[src/rtl/mario_pkg.sv]
// Shared types and ROM memory map for the Mario Bros download sequencer.
// Region order: main CPU, sound CPU, tiles, sprites, PROMs.
package mario_pkg;

  localparam int NREG = 5;

  localparam logic [7:0] IDX_ROM = 8'd0;
  localparam logic [7:0] IDX_DIP = 8'd254;

  typedef enum logic [1:0] {HOLD, LOAD, SETTLE, RUN} ld_state_t;

  localparam logic [24:0] REGION_BASE [NREG] = '{25'h0000, 25'h8000, 25'h9000, 25'hB000, 25'hD000};
  localparam logic [24:0] REGION_SIZE [NREG] = '{25'h8000, 25'h1000, 25'h2000, 25'h2000, 25'h0200};

  function automatic logic in_region(input logic [24:0] addr, input int k);
    return (addr >= REGION_BASE[k]) && (addr < REGION_BASE[k] + REGION_SIZE[k]);
  endfunction

endpackage

[src/rtl/rom_region_decode.sv]
// Combinational ioctl address decoder: one-hot region hit, region-relative
// address and a miss flag for addresses outside every region.
module rom_region_decode
  import mario_pkg::*;
(
  input  logic [24:0]     i_addr,
  output logic [NREG-1:0] o_hit,
  output logic [15:0]     o_rel_addr,
  output logic            o_miss
);

  logic [15:0] w_rel [NREG];

  genvar gi;
  generate
    for (gi = 0; gi < NREG; gi++) begin : g_region
      assign o_hit[gi] = in_region(i_addr, gi);
      assign w_rel[gi] = o_hit[gi] ? 16'(i_addr - REGION_BASE[gi]) : 16'h0000;
    end
  endgenerate

  // Regions never overlap, so at most one term is non-zero.
  always_comb begin
    o_rel_addr = 16'h0000;
    for (int k = 0; k < NREG; k++) begin
      o_rel_addr = o_rel_addr | w_rel[k];
    end
  end

  assign o_miss = ~|o_hit;

endmodule

[src/rtl/rom_load_sequencer.sv]
// Owns the hps_io download port: ROM write strobes, DIP capture and the
// game core reset sequencing (HOLD -> LOAD -> SETTLE -> RUN).
module rom_load_sequencer
  import mario_pkg::*;
#(
  parameter int          SETTLE_CYC  = 1024,
  parameter logic [15:0] MIN_BYTES   = 16'hD200,
  parameter logic [7:0]  DIP_DEFAULT = 8'h00
) (
  input  logic            I_CLK_24M,
  input  logic            I_RESETn,
  input  logic            I_DN_DOWNLOAD,
  input  logic            I_DN_WR,
  input  logic [7:0]      I_DN_INDEX,
  input  logic [24:0]     I_DN_ADDR,
  input  logic [7:0]      I_DN_DATA,
  input  logic            I_USER_RST,
  output logic            O_CORE_RESETn,
  output logic [NREG-1:0] O_ROM_WE,
  output logic [15:0]     O_ROM_ADDR,
  output logic [7:0]      O_ROM_DATA,
  output logic [7:0]      O_DIPSW,
  output logic            O_DL_ERR
);

  localparam int CW = (SETTLE_CYC > 1) ? $clog2(SETTLE_CYC) : 1;

  ld_state_t       r_state;
  logic            r_dl_q;
  logic [15:0]     r_byte_cnt;
  logic [CW-1:0]   r_settle_cnt;
  logic            r_core_resetn;
  logic [NREG-1:0] r_rom_we;
  logic [15:0]     r_rom_addr;
  logic [7:0]      r_rom_data;
  logic [7:0]      r_dipsw;
  logic            r_dl_err;

  logic [NREG-1:0] w_hit;
  logic [15:0]     w_rel_addr;
  logic [15:0]     w_cnt_eff;
  logic            w_miss;
  logic            w_rom_start;
  logic            w_dl_fall;
  logic            w_rom_wr;
  logic            w_dip_wr;

  rom_region_decode u_decode (
    .i_addr     (I_DN_ADDR),
    .o_hit      (w_hit),
    .o_rel_addr (w_rel_addr),
    .o_miss     (w_miss)
  );

  assign w_rom_start = I_DN_DOWNLOAD & ~r_dl_q & (I_DN_INDEX == IDX_ROM);
  assign w_dl_fall   = ~I_DN_DOWNLOAD & r_dl_q;
  assign w_rom_wr    = (r_state == LOAD) & I_DN_WR & (I_DN_INDEX == IDX_ROM);
  assign w_dip_wr    = I_DN_WR & (I_DN_INDEX == IDX_DIP) & (I_DN_ADDR == 25'd0);

  // Count including a byte landing on the same cycle as the download end.
  assign w_cnt_eff = (w_rom_wr && (r_byte_cnt != 16'hFFFF)) ? r_byte_cnt + 16'd1 : r_byte_cnt;

  always_ff @(posedge I_CLK_24M or negedge I_RESETn) begin
    if (!I_RESETn) begin
      r_state       <= HOLD;
      r_dl_q        <= 1'b0;
      r_byte_cnt    <= 16'h0000;
      r_settle_cnt  <= '0;
      r_core_resetn <= 1'b0;
      r_rom_we      <= '0;
      r_rom_addr    <= 16'h0000;
      r_rom_data    <= 8'h00;
      r_dipsw       <= DIP_DEFAULT;
      r_dl_err      <= 1'b0;
    end else begin
      r_dl_q   <= I_DN_DOWNLOAD;
      r_rom_we <= '0;

      if (w_rom_wr) begin
        r_byte_cnt <= w_cnt_eff;
        r_rom_we   <= w_hit;
        r_rom_addr <= w_rel_addr;
        r_rom_data <= I_DN_DATA;
        if (w_miss) r_dl_err <= 1'b1;
      end

      if (w_dip_wr) r_dipsw <= I_DN_DATA;

      if (w_rom_start) begin
        r_state       <= LOAD;
        r_byte_cnt    <= 16'h0000;
        r_settle_cnt  <= '0;
        r_dl_err      <= 1'b0;
        r_core_resetn <= 1'b0;
      end else begin
        case (r_state)
          HOLD: ;
          LOAD: begin
            if (w_dl_fall) begin
              if (w_cnt_eff >= MIN_BYTES) begin
                r_state      <= SETTLE;
                r_settle_cnt <= '0;
              end else begin
                r_state  <= HOLD;
                r_dl_err <= 1'b1;
              end
            end
          end
          SETTLE: begin
            if (I_USER_RST) begin
              r_settle_cnt <= '0;
            end else if (r_settle_cnt == CW'(SETTLE_CYC - 1)) begin
              r_state       <= RUN;
              r_core_resetn <= 1'b1;
            end else begin
              r_settle_cnt <= r_settle_cnt + CW'(1);
            end
          end
          RUN: begin
            if (I_USER_RST) begin
              r_state       <= SETTLE;
              r_settle_cnt  <= '0;
              r_core_resetn <= 1'b0;
            end
          end
          default: r_state <= HOLD;
        endcase
      end
    end
  end

  assign O_CORE_RESETn = r_core_resetn;
  assign O_ROM_WE      = r_rom_we;
  assign O_ROM_ADDR    = r_rom_addr;
  assign O_ROM_DATA    = r_rom_data;
  assign O_DIPSW       = r_dipsw;
  assign O_DL_ERR      = r_dl_err;

endmodule

[config.mk]
export PLATFORM = sky130hd
export DESIGN_NAME = rom_load_sequencer
export DESIGN_NICKNAME = d
export VERILOG_FILES = /design/src/rtl/mario_pkg.sv /design/src/rtl/rom_region_decode.sv /design/src/rtl/rom_load_sequencer.sv
export SDC_FILE = /design/constraint.sdc
export NUM_CORES = 1
export LEC_CHECK = 0
export ABC_AREA = 1
export CAP_MARGIN = 20
export CORE_ASPECT_RATIO = 1.5
export CORE_MARGIN = 2
export CORE_UTILIZATION = 52
export DETAILED_ROUTE_END_ITERATION = 12
export PLACE_DENSITY = 0.79
export REMOVE_ABC_BUFFERS = 1
export SLEW_MARGIN = 20
export SYNTH_ARGS = -nofsm -noshare
export SYNTH_HDL_FRONTEND = slang
export SYNTH_HIERARCHICAL = 1
export SYNTH_SLANG_ARGS = --single-unit
[constraint.sdc]
create_clock -name I_CLK_24M -period 2.2 [get_ports I_CLK_24M]
set_clock_uncertainty 0.1 [all_clocks]
set_input_delay 0.44 -clock I_CLK_24M [delete_from_list [all_inputs] [get_ports I_CLK_24M]]
set_output_delay 0.44 -clock I_CLK_24M [all_outputs]
set_load 0.02 [all_outputs]
==> impl_metrics.toml <==
[cells_and_area]
fin_nets = 797
final_area_um2 = 6130
drive_gt1_frac = 0.244
area_growth_pct = 49.9
n_antenna_cell = 0

[clock_tree]
clock_latency_ps = 340
ctsRootBufferMaster = "clkbuf_16"
clk_pin_slew_ps = 60
cts_tree = "built"
clk_path_buf_depth = 2
cts-buffers-inserted = 9
htreeDepth = 3
clock-sinks = 68

[global_routing]
grt_start_max_net_pins = 69
grt_pass1_vias = 4660
antenna_found_initial = 0
grt.overflow.total = 0
grt_pass1_wl_um = 20100
track_usage = 0.289

[placement]
pre_cts_ws_ps = -448
gp_congestion = 0.919
dpl_cell_area_um2 = 5510
port_buffers = 84
dpl.hpwl_um = 8780

[floorplanning]
core_area_um2 = 7610
design.die.area_um2 = 8600
fp.dieH_um = 113
start_util = 0.537
floorplan.rows = 39
die_x_um = 76.4
io_pins = 85

[routing]
routed_wl_um = 12700
antenna_left = 0
drt_first_iter_violations = 399
num_vias = 4582
routed_via_density = 5.38
first_pass_iters = 5
drc = 0
wl_per_cell_um = 15.0

[yosys]
synthesis.area_um2 = 4090
ys_ff_latch = 68
synth_top_area_frac = 0.416
synth_top_area_cell = "dfrtp_1"
synthArstFlopShare = 1.00
postSynthCellCount = 581
ys_top_cells_by_area = "dfrtp_1 42%, nand2_1 17%, nor2_1 7.2%"
synth-edff-count = 0
avgSynthCellArea_um2 = 7.04
yosysWarnings = 6
synth_cell_types = 39
synth_ff_type = "dfrtp_1"
ys_seq_area_frac = 0.416

[worst_setup_path]
required_ps = 2320
cpPeakStageDelay_ps = 360
r2r_end = "r_byte_cnt[6]$_DFFE_PN0P_"
critPathTopFamily = "buffers and inverters"
critPathKind = "reg2reg"
worst_setup_path_end_kind = "flip-flop"
slowest_stage = "dfrtp_1"
ff2ff_setup_slack_ps = 50
cp.arrival_ps = 2270
worstPathBufferInverterCount = 5
r2r_start = "r_byte_cnt[1]$_DFFE_PN0P_"
crit_path_start_kind = "flip-flop"
reg2regPathDepth = 13
critical_path.max_fanout = 4
cp_cell_sequence = "ha_2, buf_6, nand3_2, nor2_4, buf_4, buf_4, nand2_1, o21ai_2, inv_1, nand2_1, inv_1, o21ai_0, a21oi_1"

[sta]
max_freq_mhz = 465
hold_viol = 0
relSlewSlack = 0.754
period_minus_slack_ps = 2150
setup_ws_ps = 47.5
fin_crit_sh = 0.978
rsz0062_at_grt = "yes"
setup_violations = 0
tightest_slew_ps = 369
final_max_slew_viol_count = 0

[power_and_ir_drop]
clkPwrFrac = 0.433
peakVddDrop_uv = 548
p_leak_uw = 0.00305
seqPwrFrac = 0.398
switching_share = 0.269
p_per_area_nw_per_um2 = 539
intPower_uw = 2420
p_sw_uw = 889
p_comb_frac = 0.169
p_total_uw = 3310

[job]
maxCapViolCount = 0

[hold_path]
hp-class = "in2async"

[outcome]
status = "finished, final reports clean"
[cells in the final DEF, fill, tap and decap left out, types with 2 or more instances in the layout]
| master | instances |
|---|---|
| a21oi_1 | 11 |
| a21oi_2 | 6 |
| a31oi_1 | 4 |
| buf_12 | 3 |
| buf_4 | 70 |
| buf_6 | 3 |
| clkbuf_16 | 9 |
| clkdlybuf4s50_1 | 74 |
| clkinv_2 | 2 |
| clkinvlp_4 | 2 |
| dfrtp_1 | 67 |
| dlymetal6s2s_1 | 9 |
| ha_1 | 5 |
| inv_1 | 63 |
| inv_2 | 9 |
| nand2_1 | 174 |
| nand2_2 | 20 |
| nand2_4 | 3 |
| nand3_1 | 32 |
| nand3_2 | 7 |
| nand3b_1 | 2 |
| nand4_1 | 12 |
| nor2_1 | 63 |
| nor2_2 | 25 |
| nor2_4 | 8 |
| nor3_1 | 4 |
| nor4_1 | 5 |
| nor4_2 | 3 |
| o21ai_0 | 25 |
| o21ai_1 | 3 |
| o21ai_2 | 2 |
| xnor2_1 | 4 |
| xor2_1 | 2 |
[per-layer routing]
metal | part of all wire | GRT usage | up-vias
li1 | - | - | 2169
met1 | 0.35 | 0.299 | 2147
met2 | 0.55 | 0.553 | 207
met3 | 0.056 | 0.0490 | 59
met4 | 0.045 | 0.148 | 0
met5 | 0 | 0 | -
[worst register-to-register path, stage by stage (launching register included)]
cell and delay (ps):
dfrtp_1 360, ha_2 200, buf_6 100, nand3_2 90, nor2_4 140, buf_4 120, buf_4 100, nand2_1 60
o21ai_2 230, inv_1 130, nand2_1 100, inv_1 60, o21ai_0 180, a21oi_1 70
[cells in the mapped netlist, drive strengths merged (2+ instances only)]
library cell / number
nand3b: 2
inv: 71
dfrtp: 68
nor3: 5
nor4: 8
ha: 6
xor2: 2
clkinv: 2
clkbuf: 5
nand2: 197
xnor2: 4
nor2: 96
nand3: 40
buf: 4
nand4: 12
a31oi: 4
o21ai: 30
a21oi: 17
[cells by family (layout without fill, tap and decap cells)]
logic type	count (synthesis)	after routing	share of synthesized area
simple gates	363	364	0.397
buf+inv	82	250	0.0774
flops	68	68	0.416
compound gates	56	56	0.0783
fa+ha+maj	6	6	0.0184
xor+xnor	6	6	0.0129
[cell type report]
cell class,count,area (µm²)
Clock inverter,6,63.8
Sequential cell,68,1700
Timing Repair Buffer,161,1490
Fill cell,516,1480
Inverter,73,274
Clock buffer,10,229
Multi-Input combinational cell,432,2240
Tap cell,102,128
[worst max-delay path by stage]
stage	startpoint	end	slack, ps	cells after the start
4_1_cts	I_DN_INDEX[2]	r_state[1]$_DFFE_PN0P_	1	14
2_1_floorplan	I_DN_INDEX[0]	r_settle_cnt[5]$_DFFE_PN0P_	-330	14
3_3_place_gp	I_DN_INDEX[0]	r_settle_cnt[8]$_DFFE_PN0P_	-330	14
6_report	r_byte_cnt[1]$_DFFE_PN0P_	r_byte_cnt[6]$_DFFE_PN0P_	50	13
3_5_place_dp	I_DN_INDEX[0]	r_settle_cnt[2]$_DFFE_PN0P_	-450	14
5_1_grt	r_byte_cnt[1]$_DFFE_PN0P_	r_byte_cnt[6]$_DFFE_PN0P_	-70	13
[power by group through the flow]
stage                     registers (µW)  clock network [µW]  logic (µW)
final                               1320                1430         558
after detailed placement            1340                   0         475
after global routing                1320                1510         607
after CTS                           1320                1440         505
after floorplan                     1340                   0         217
after global placement              1340                   0         451
[repair_timing]
| action | CTS | global route |
|---|---|---|
| gates resized for setup | 11 | 54 |
| gates cloned | 1 | 0 |
| pin swaps | 2 | 26 |
| buffers inserted | 4 | 11 |
| hold buffers | 0 | 0 |
| setup endpoints to repair | 12 | 24 |
[registers in the layout (all words and copies together) (netlist names)]
signal / flops
O_ROM_ADDR: 16
r_settle_cnt: 10
O_ROM_WE: 5
r_byte_cnt: 16
r_state: 2
O_ROM_DATA: 8
O_CORE_RESETn: 1
O_DL_ERR: 1
r_dl_q: 1
O_DIPSW: 8
[through the flow]
step                cells  setup TNS (ps)  utilization  hold WS (ps)
CTS                   841               0        0.772          32.2
finish                852               0        0.805          11.4
global placement      820           -8140        0.724           362
floorplan             572           -3650            -          44.4
global route          852            -530        0.805          42.8
detailed placement    820          -10210        0.724           364
Power figures use the tool's default switching activity.
